==> src/rtl/branch_resolve_unit.sv <==
// rtl/branch_resolve_unit.sv - carries IF predictions to EX, resolves them, drives BHT update/redirect and statistics
module branch_resolve_unit #(
    parameter int PC_W  = 32,
    parameter int CNT_W = 32
) (
    input  logic             clk_sys,
    input  logic             rst_n,
    input  logic             stall,
    input  logic             if_valid,
    input  logic [PC_W-1:0]  if_pc,
    input  logic             if_pred_taken,
    input  logic [PC_W-1:0]  if_pred_npc,
    input  logic             ex_is_branch,
    input  logic             ex_taken,
    input  logic [PC_W-1:0]  ex_target,
    output logic             bht_upd_valid,
    output logic [PC_W-1:0]  bht_ex_pc,
    output logic [PC_W-1:0]  bht_ex_npc,
    output logic             bht_ex_pred,
    output logic             bht_ex_jmp,
    output logic             redirect_valid,
    output logic [PC_W-1:0]  redirect_pc,
    input  logic             stat_clr,
    output logic [CNT_W-1:0] br_cnt,
    output logic [CNT_W-1:0] mis_cnt
);

    typedef enum logic [0:0] {S_IDLE, S_SQUASH} state_t;

    state_t state, state_next;

    logic            id_valid;
    logic [PC_W-1:0] id_pc;
    logic            id_pred_taken;
    logic [PC_W-1:0] id_pred_npc;

    logic            ex_valid;
    logic [PC_W-1:0] ex_pc;
    logic            ex_pred_taken;
    logic [PC_W-1:0] ex_pred_npc;
    logic            ex_resolved;

    logic            resolve;
    logic            act_taken;
    logic            tgt_match;
    logic            cls_correct_t;
    logic            cls_correct_nt;
    logic            cls_miss_nt;
    logic            cls_miss_t;
    logic            do_update;
    logic            mispredict;
    logic            squash;
    logic [PC_W-1:0] seq_pc;
    logic [PC_W-1:0] actual_npc;

    // An EX entry resolves once; a non-branch counts as not taken regardless of ex_taken
    assign resolve        = ex_valid & ~ex_resolved;
    assign act_taken      = ex_is_branch & ex_taken;
    assign tgt_match      = (ex_pred_npc == ex_target);
    assign cls_correct_t  = resolve & act_taken & ex_pred_taken & tgt_match;
    assign cls_miss_nt    = resolve & act_taken & (~ex_pred_taken | ~tgt_match);
    assign cls_miss_t     = resolve & ~act_taken & ex_pred_taken;
    assign cls_correct_nt = resolve & ex_is_branch & ~ex_taken & ~ex_pred_taken;
    assign do_update      = cls_correct_t | cls_correct_nt | cls_miss_nt | cls_miss_t;
    assign mispredict     = cls_miss_nt | cls_miss_t;
    assign seq_pc         = ex_pc + PC_W'(4);
    assign actual_npc     = act_taken ? ex_target : seq_pc;

    // Squash FSM state register
    always_ff @(posedge clk_sys or negedge rst_n) begin
        if (!rst_n) state <= S_IDLE;
        else        state <= state_next;
    end

    // Squash FSM next state: one SQUASH cycle after each mispredict
    always_comb begin
        state_next = S_IDLE;
        case (state)
            S_IDLE:   state_next = mispredict ? S_SQUASH : S_IDLE;
            S_SQUASH: state_next = S_IDLE;
            default:  state_next = S_IDLE;
        endcase
    end

    // Squash FSM output: IF capture is blocked in the mispredict cycle and the following one
    always_comb begin
        squash = mispredict;
        if (state == S_SQUASH) squash = 1'b1;
    end

    // ID/EX tracking: advance when not stalled, wrong-path ID killed on mispredict even under stall
    always_ff @(posedge clk_sys or negedge rst_n) begin
        if (!rst_n) begin
            id_valid      <= 1'b0;
            id_pc         <= '0;
            id_pred_taken <= 1'b0;
            id_pred_npc   <= '0;
            ex_valid      <= 1'b0;
            ex_pc         <= '0;
            ex_pred_taken <= 1'b0;
            ex_pred_npc   <= '0;
            ex_resolved   <= 1'b0;
        end else if (!stall) begin
            ex_valid      <= id_valid & ~mispredict;
            ex_pc         <= id_pc;
            ex_pred_taken <= id_pred_taken;
            ex_pred_npc   <= id_pred_npc;
            ex_resolved   <= 1'b0;
            id_valid      <= if_valid & ~squash;
            id_pc         <= if_pc;
            id_pred_taken <= if_pred_taken;
            id_pred_npc   <= if_pred_npc;
        end else begin
            if (resolve)    ex_resolved <= 1'b1;
            if (mispredict) id_valid    <= 1'b0;
        end
    end

    // Registered BHT update and redirect outputs; BHT fields hold between strobes
    always_ff @(posedge clk_sys or negedge rst_n) begin
        if (!rst_n) begin
            bht_upd_valid  <= 1'b0;
            bht_ex_pc      <= '0;
            bht_ex_npc     <= '0;
            bht_ex_pred    <= 1'b0;
            bht_ex_jmp     <= 1'b0;
            redirect_valid <= 1'b0;
            redirect_pc    <= '0;
        end else begin
            bht_upd_valid  <= do_update;
            redirect_valid <= mispredict;
            if (do_update) begin
                bht_ex_pc   <= ex_pc;
                bht_ex_npc  <= actual_npc;
                bht_ex_pred <= cls_correct_t | cls_miss_t;
                bht_ex_jmp  <= act_taken;
            end
            if (mispredict) redirect_pc <= actual_npc;
        end
    end

    // Saturating statistics; clear takes priority over a same-cycle increment
    always_ff @(posedge clk_sys or negedge rst_n) begin
        if (!rst_n) begin
            br_cnt  <= '0;
            mis_cnt <= '0;
        end else if (stat_clr) begin
            br_cnt  <= '0;
            mis_cnt <= '0;
        end else begin
            if (do_update && (br_cnt != '1))   br_cnt  <= br_cnt + CNT_W'(1);
            if (mispredict && (mis_cnt != '1)) mis_cnt <= mis_cnt + CNT_W'(1);
        end
    end

endmodule

==> config.mk <==
export PLATFORM = sky130hd
export DESIGN_NAME = branch_resolve_unit
export DESIGN_NICKNAME = d
export VERILOG_FILES = /design/src/rtl/branch_resolve_unit.sv
export SDC_FILE = /design/constraint.sdc
export NUM_CORES = 1
export LEC_CHECK = 0
export ABC_AREA = 1
export BUFFER_PORTS_ARGS = -buffer_cell sky130_fd_sc_hd__buf_2
export CORE_MARGIN = 2
export CORE_UTILIZATION = 35
export CTS_CLUSTER_SIZE = 20
export DETAILED_ROUTE_END_ITERATION = 16
export PLACE_DENSITY = 0.52
export SLEW_MARGIN = 20
export SYNTH_ARGS = -nofsm -noshare
export SYNTH_HDL_FRONTEND = slang
export SYNTH_SLANG_ARGS = --single-unit
==> constraint.sdc <==
create_clock -name clk_sys -period 2.4 [get_ports clk_sys]
set_clock_uncertainty 0.15 [all_clocks]
set_input_delay 0.36 -clock clk_sys [delete_from_list [all_inputs] [get_ports clk_sys]]
set_output_delay 0.36 -clock clk_sys [all_outputs]
set_load 0.02 [all_outputs]
# [Yosys cells after proc, flatten, opt, wreduce, memory -nomap -nowiden]
# Cells that the tools add are included.
[totals] reg_bits=298 wordCells=70 out_inout_bits=164
[classes] n_bitwise=27 reduce_logical=4 mux=12 n_eq_ne=5 n_addsub=3
[ops] op="32-bit 2-to-1 mux" n=5
[ops] op="32-bit by 1-bit adder with 32-bit output, second input constant" n=2
[ops] op="32-bit != test, second input constant" n=2
[ops] op="32-bit by 3-bit adder with 32-bit output, second input constant" n=1
[ops] op="32-bit equality test" n=1
[ops] op="1-bit bitwise AND" n=13
[ops] op="1-bit NOT" n=8
[ops] op="1-bit 2-to-1 mux" n=6
[ops] op="1-bit bitwise OR" n=6
[ops] op="2-bit by 1-bit != test with 1-bit output, second input constant" n=2
[ops] op="2-bit nonzero test" n=2
[ops] op="1-bit logical AND" n=2
[ops] op="1-bit case mux with 2 select lines" n=1

# [Logic depth before layout (Yosys ltp)]
# Gate-level depths: netlist (run 1).
[logic_depth] depth_word=11 depth_mapped=15 ltp_nobuf=14

# [Worst setup path after synthesis (run 1)]
# OpenSTA, ideal clock, no wires.
[synth_timing] kind="register to register" startpoint="reg mis_cnt[0]" endpoint="reg mis_cnt[13]" setup_slack_ns=0.228 stages_incl_launch_ff=12 n_path_buf=1 arrival_time_ns=1.903 period_less_slack_ns=2.172 cell_sequence="dfrtp_1 ha_1 nand2_1 nor2_4 nand3_2 nor2_2 nand4_1 nor2_1 nand3_2 clkbuf_1 nand4_1 nand2_1"
[synth_between] elab_chain_cells=3
[synth_rtl] item="start: declaration" line="25" text="output logic [CNT_W-1:0] mis_cnt"
[synth_rtl] item="start signal: assignment" line="152" text="if (mispredict && (mis_cnt != '1)) mis_cnt <= mis_cnt + CNT_W'(1);"
[synth_rtl] item="32-bit by 1-bit adder with 32-bit output or 32-bit != test (tied branches)" line="152"
[synth_rtl] item="32-bit 2-to-1 mux or 1-bit logical AND (tied branches)" line="152"
[synth_rtl] item="32-bit 2-to-1 mux or 2-bit nonzero test (tied branches)"
# Parallel ways exist; a longest one is shown, timed or not. The select of a mux whose other input is x is not followed.
# A chain may end at the register's enable or synchronous reset.

# [Worst setup path after layout (run 1)]
[layout_timing] startpoint="reg ex_pc[20]" endpoint="reg bht_ex_npc[23]"
[layout_between] elab_chain_cells=2
[layout_rtl] item="start: declaration" line="38" text="logic [PC_W-1:0] ex_pc;"
[layout_rtl] item="start signal: assignment" line="105" text="ex_pc <= id_pc;"
[layout_rtl] item="32-bit by 3-bit adder with 32-bit output" line="66" text="assign seq_pc = ex_pc + PC_W'(4);"
[layout_rtl] item="32-bit 2-to-1 mux" line="67" text="assign actual_npc = act_taken ? ex_target : seq_pc;"
[layout_rtl] item="end signal: assignment" line="134" text="bht_ex_npc <= actual_npc;"
[layout_rtl] item="end: declaration" line="18" text="output logic [PC_W-1:0] bht_ex_npc,"
# No other way between the ends.

==> results of run 1 <==
## cells in the final DEF, fill, tap and decap left out, types with 2 or more instances in the layout
| cell | instances |
|---|---|
| clkinv_1 | 2 |
| inv_1 | 186 |
| and3_1 | 3 |
| bufinv_16 | 5 |
| ha_1 | 3 |
| clkbuf_16 | 37 |
| dlygate4sd3_1 | 67 |
| a21oi_1 | 16 |
| nor4_1 | 2 |
| buf_12 | 11 |
| diode_2 | 3 |
| a31oi_1 | 7 |
| o22ai_1 | 3 |
| nor2_1 | 103 |
| nand3_2 | 2 |
| xor2_1 | 39 |
| buf_4 | 53 |
| clkbuf_1 | 4 |
| nor2_2 | 4 |
| clkinv_2 | 3 |
| nand4_1 | 51 |
| nor3_1 | 49 |
| xnor2_1 | 17 |
| inv_2 | 4 |
| o21ai_0 | 146 |
| nand2_1 | 779 |
| buf_2 | 266 |
| dfrtp_1 | 298 |
| clkbuf_8 | 11 |
| nor3_2 | 2 |
| nand2_2 | 2 |
| nand3_1 | 78 |
## how the worst max path moves through the flow
stage,from,end,slack (ns),depth (start not counted)
2_1_floorplan,mis_cnt[0]$_DFFE_PN0P_,mis_cnt[13]$_DFFE_PN0P_,0.23,11
3_3_place_gp,ex_target[5],redirect_pc[31]$_DFFE_PN0P_,0.09,14
3_5_place_dp,ex_target[5],redirect_pc[31]$_DFFE_PN0P_,0.08,14
4_1_cts,br_cnt[16]$_DFFE_PN0P_,br_cnt[20]$_DFFE_PN0P_,0.10,10
5_1_grt,mis_cnt[1]$_DFFE_PN0P_,mis_cnt[16]$_DFFE_PN0P_,0.02,12
6_report,ex_pc[20]$_DFFE_PN0N_,bht_ex_npc[23]$_DFFE_PN0P_,0.17,9
## flip-flops by register name (all words and copies together) (netlist names), 32 cells and up
name	count
ex_pc	32
mis_cnt	32
id_pc	32
bht_ex_pc	32
br_cnt	32
redirect_pc	32
bht_ex_npc	32
id_pred_npc	32
ex_pred_npc	32
## kinds of logic (layout without fill, tap and decap cells)
kind of cell | Yosys count | after routing
compound gates | 177 | 177
xor+xnor | 56 | 56
fa+ha+maj | 3 | 3
buf+inv | 269 | 653
flops | 298 | 298
other cells | 0 | 3
simple gates | 1081 | 1081
## layer usage
layer	vias up	GRT usage (%)	wire, um
li1	6647	-	-
met1	6243	31.4	22000
met2	352	36.1	21800
met3	70	4.16	2850
met4	6	7.42	1270
met5	-	0	42
## final cells by class
| type | count | area share [%] |
|---|---|---|
| sequential | 298 | 40.0 |
| multi-input combinational | 1317 | 31.5 |
| timing repair buffer | 398 | 14.1 |
| clock buffer | 52 | 5.86 |
| inverter | 193 | 3.90 |
| tap | 532 | 3.57 |
| clock inverter | 10 | 0.973 |
| antenna | 3 | 0.0403 |
## per-stage QoR
step / total power [mW] / hold WS, ns / util [%] / setup slack (ns) / instances
floorplan: 8.94 / -0.0856 / - / 0.228 / 1884
global placement: 10.9 / 0.151 / 41.0 / 0.0893 / 2671
detailed placement: 10.9 / 0.148 / 41.0 / 0.0848 / 2671
CTS: 17.0 / 0.00160 / 45.8 / 0.101 / 2800
global route: 17.7 / 0.0294 / 45.8 / 0.0246 / 2800
finish: 16.7 / 0.0361 / 45.9 / 0.173 / 2803
## worst register-to-register path, stage by stage (launching register included)
cell	delay (ns)
dfrtp_1	0.56
nand2_1	0.16
nor2_1	0.19
nand2_1	0.10
nor3_1	0.24
xor2_1	0.36
nand2_1	0.09
o21ai_0	0.17
nand2_1	0.08
nand2_1	0.06
## timing repair
action,in CTS,in global routing
hold buffers,67,0
endpoints found under the hold margin,281,0
endpoints found under the setup margin,0,9
gates resized for setup,0,3
## power by group
part	leakage [nW]	total, mW	switching [mW]	internal (mW)
combinational	5.41	4.21	2.87	1.34
clock	0.626	5.85	2.17	3.69
sequential	3.82	6.68	0.638	6.04
==> out/results.tsv, run 1 <==
metric	value	unit
slowest_stage	dfrtp_1	
yosysTopAreaCell	dfrtp_1	
die_area	0.0427	mm^2
ff_latch_area	0.00746	mm^2
syn_avg_cell_area	7.62	um^2
crit_path_start_kind	register	
yosysMostFrequentCell	nand2_1	
clockBufferDepth	3	
area_growth	29.8	%
tns	0	ns
power_density	898	mW/mm^2
vias	13318	
arrival	2.55	ns
ys_seq_area_share	51.9	%
yosys-mux-area-fraction	0	%
slew_headroom	39.6	%
hold_viol	0	
tightestPinTransition	0.906	ns
hold_class	input port to register	
reg2reg_depth	9	
cts_made_buffers	36	
dp_hpwl	35700	um
start_util	35.3	%
drive_gt1_share	18.0	%
ir_drop	400	uV
dpl_cell_area	0.0167	mm^2
p_leak	9.86	nW
yosys-top-cells-area	dfrtp_1, nand2_1, o21ai_0	
timing.rr.start	ex_pc[20]$_DFFE_PN0N_	
synth_top_family_by_area	simple AND/OR/NAND/NOR gates	
vias_per_cell	4.75	
synth_nets	1991	
multi_input_area	0.00587	mm^2
syn_area	0.0144	mm^2
cpPeakStageDelay	0.56	ns
required	2.72	ns
drtIter0Drc	947	
whs_endpoint	bht_ex_npc[14]$_DFFE_PN0P_	
core-area	0.0406	mm^2
io_pins	268	
synth_cell_types	37	
port_buffers	267	
crit_type	register to register	
max_cap_viol_count	0	
drt_pre_antenna_iters	5	
crit_chain	nand2_1 -> nor2_1 -> nand2_1 -> nor3_1 -> xor2_1 -> nand2_1 -> o21ai_0 -> nand2_1 -> nand2_1	
htreeDepth	2	
yosys-top-cells-count	nand2_1, dfrtp_1, inv_1	
clkTransAtPathRegs	0.06	ns
synthSimpleGateAreaFrac	30.7	%
grt-ovfl-total	0	
async_flop_share	100	%
final_nets	2351	
clock.fmax	449	MHz
finalCritPeriodShare	92.8	%
critPathMostFrequentCell	nand2_1	
gp_congestion	0.892	
grt_pass1_wl	74700	um
cts_root_buffer	clkbuf_16	
path_buf_inv	0	
synth_xor_area_share	3.41	%
synth_compound_gate_area_share	6.32	%
worstReg2RegEnd	bht_ex_npc[23]$_DFFE_PN0P_	
die_h	207	um
wirelength	48000	um
outcome	finished clean	
grt_usage	22.8	%
layout_min_cycle_time	2.23	ns
postCtsSetupBuffers	0	
hold_depth	3	
num_rows	74	
end_kind	register	
postLayoutCellArea	0.0186	mm^2
grt_max_degree	99	
insertion_delay	0.54	ns
synthAdderAreaFrac	0.261	%
fillers	4147	
yosys.area.top_type_share	51.9	%
grt_pass1_vias	12992	
cts_tree	done	
die_w	207	um
yosysWarnings	0	
synth_edf_count	0	
hp-start	ex_target[14]	
syn_inst	1884	
rrSetupSlack	0.17	ns
drv_slew	0	
finalSetupViolCount	0	
drc	0	
antenna_found_initial	3	
wire_per_inst	17.1	um
ant_nets	0	
rsz0062_at_grt	no	
ys.flop_type	dfrtp_1	
clock-sinks	298	
synth_seq_cells	298	
crit_path_max_fanout	5	
critical-path-top-delay-family	simple AND/OR/NAND/NOR gates	
No activity file was read; power rests on OpenSTA's default activity.
==> run 2, diff against run 1 <==
- GPL_TIMING_DRIVEN: not set -> 0
==> run 2 against run 1 <==
Wire length increased by 5.0%. Sequential share of layout area increased by 0.19 points. Final cell count increased by 1.0%. Hold slack got worse by 0.0023 ns. Global-route usage increased by 1.1 points. Largest cell class unchanged. Flip-flop and latch count unchanged. Sequential power increased by 1%. Combinational power decreased by 1%. Non-clock buffer count increased by 25. Core utilization decreased by 0.21 points. Largest power group unchanged. Register-to-register slack got worse by 0.07 ns.
==> out/results.tsv, run 2 (synthesis gave the netlist of run 1 again) <==
metric	value	unit	change
crit_path_start_kind	register		
antenna_found_initial	2		-1
crit_path_max_fanout	5		unchanged
postLayoutCellArea	0.0186	mm^2	-0.46%
drt_pre_antenna_iters	5		unchanged
slew_headroom	54.1	%	+14 points
power_density	890	mW/mm^2	-0.92%
hold_viol	0		unchanged
cts_root_buffer	clkbuf_16		
num_rows	74		unchanged
grt_pass1_wl	77500	um	+3.8%
die_w	207	um	unchanged
wire_per_inst	17.8	um	+3.9%
grt_pass1_vias	13502		+3.9%
grt_max_degree	99		unchanged
finalCritPeriodShare	95.7	%	+2.9 points
rsz0062_at_grt	no		
layout_min_cycle_time	2.30	ns	+0.0700 ns
reg2reg_depth	9		unchanged
arrival	2.64	ns	+0.09 ns
final_cells	2831		+1.0%
die_h	207	um	unchanged
clock-sinks	298		unchanged
final_common_cell	nand2_1		
max_cap_viol_count	0		unchanged
p_leak	9.73	nW	-1.3%
insertion_delay	0.56	ns	+0.02 ns
crit_type	register to register		
power.combinational.fraction	25.2	%	about the same
drc	0		unchanged
p_sw	5.91	mW	+4.1%
clkTransAtPathRegs	0.06	ns	about the same
outcome	finished clean		
grt-ovfl-total	0		unchanged
power_frac_clock	33.8	%	-1.2 points
p_int	10.6	mW	-4.2%
worstReg2RegEnd	bht_ex_npc[25]$_DFFE_PN0P_		
place_inst	2686		+0.56%
netSwitchingFraction	35.8	%	+1.9 points
required	2.74	ns	+0.02 ns
ir_drop	513	uV	+28%
clockBufferDepth	3		unchanged
drtIter0Drc	1071		+13%
final_nets	2377		+1.1%
port_buffers	267		unchanged
p_seq_share	41.0	%	+1.1 points
dpl_cell_area	0.0165	mm^2	-1.3%
wirelength	50400	um	+5.0%
hold_depth	5		+2
area_growth	29.2	%	
drv_slew	0		unchanged
core-area	0.0406	mm^2	unchanged
fin_util	45.6	%	-0.21 points
hp-start	ex_target[22]		
die_area	0.0427	mm^2	unchanged
hold_class	input port to register		
dp_hpwl	39000	um	+9.2%
vias_per_cell	4.77		+0.38%
drive_gt1_share	16.8	%	-1.2 points
start_util	35.3	%	unchanged
htreeDepth	2		unchanged
cts_tree	done		
whs_endpoint	redirect_pc[22]$_DFFE_PN0P_		
grt_usage	23.9	%	+1.1 points
p_total	16.5	mW	-1.4%
finalSetupViolCount	0		unchanged
vias	13502		+1.4%
cts_made_buffers	37		+2.8%
rrSetupSlack	0.10	ns	-0.07 ns
tightestPinTransition	0.683	ns	-0.223 ns
clock.fmax	435	MHz	-3.0%
end_kind	register		
mostFrequentLayoutCells	nand2_1, dfrtp_1, buf_2, inv_1, o21ai_0		
gp_congestion	0.944		+5.9%
io_pins	268		unchanged
tns	0	ns	unchanged
timing.rr.start	ex_pc[4]$_DFFE_PN0N_		
diodes	0		-3
ant_nets	0		unchanged
-- run 2: layer usage --
metal / GRT usage (%) / wire, um / share of wire, %
met1: 32.3 / 22800 / 45
met4: 5.99 / 1040 / 2.1
met5: 0 / 28 / 0.056
met3: 4.63 / 3000 / 6.0
met2: 39.4 / 23500 / 47
-- run 2: layout make-up --
class / instances / area [um^2]
plain buffers: 76 / 360
clock buffers: 52 / 1070
clock inverters: 16 / 141
fillers: 4265 / 22100
inverters: 193 / 724
multi-input cells: 1317 / 5950
flip-flops and latches: 298 / 7460
well taps: 532 / 666
repair buffers: 347 / 2180
-- run 2: worst max path at each step --
stage	slack, ns	cells after the start	from	endpoint
6_report	0.10	9	ex_pc[4]$_DFFE_PN0N_	bht_ex_npc[25]$_DFFE_PN0P_
2_1_floorplan	0.23	11	mis_cnt[0]$_DFFE_PN0P_	mis_cnt[13]$_DFFE_PN0P_
4_1_cts	0.002	11	ex_pred_npc[3]$_DFFE_PN0N_	mis_cnt[23]$_DFFE_PN0P_
3_3_place_gp	-5.05	1	rst_n	id_pred_npc[16]$_DFFE_PN0N_
3_5_place_dp	-0.30	8	ex_is_branch	br_cnt[31]$_DFFE_PN0P_
5_1_grt	0.003	12	br_cnt[0]$_DFFE_PN0P_	br_cnt[28]$_DFFE_PN0P_
-- run 2: what timing repair did --
| action | in CTS | in global routing |
|---|---|---|
| resized for setup | 16 | 26 |
| hold endpoints to repair | 156 | 0 |
| setup buffers | 2 | 5 |
| endpoints found under the setup margin | 72 | 91 |
| pin swaps | 1 | 4 |
| hold buffers | 70 | 0 |
-- run 2: critical path, cell delays in order (launching register included) --
cell and delay, ns:
dfrtp_1 0.44, inv_1 0.13, nor3_4 0.31, nand2_1 0.19, nor3_1 0.23, xor2_1 0.28
nand2_1 0.15, o21ai_0 0.19, nand2_1 0.09, nand2_1 0.07
-- run 2: stage by stage --
step                      worst slack (ns)  hold WS (ns)
final                                0.102        0.0338
after CTS                          0.00221       0.00886
after global routing               0.00298        0.0663
after detailed placement            -0.300         0.143
after global placement               -5.05         0.301
after floorplan                      0.228       -0.0856
-- run 2: power groups by stage --
stage                     sequential [mW]  combinational [mW]  clock (mW)
final                                6.78                4.16        5.57
after global routing                 6.89                4.60        5.91
after CTS                            6.78                4.20        5.71
after detailed placement             6.86                4.09           0
after global placement               6.84                4.04           0
after floorplan                      7.62                1.32           0
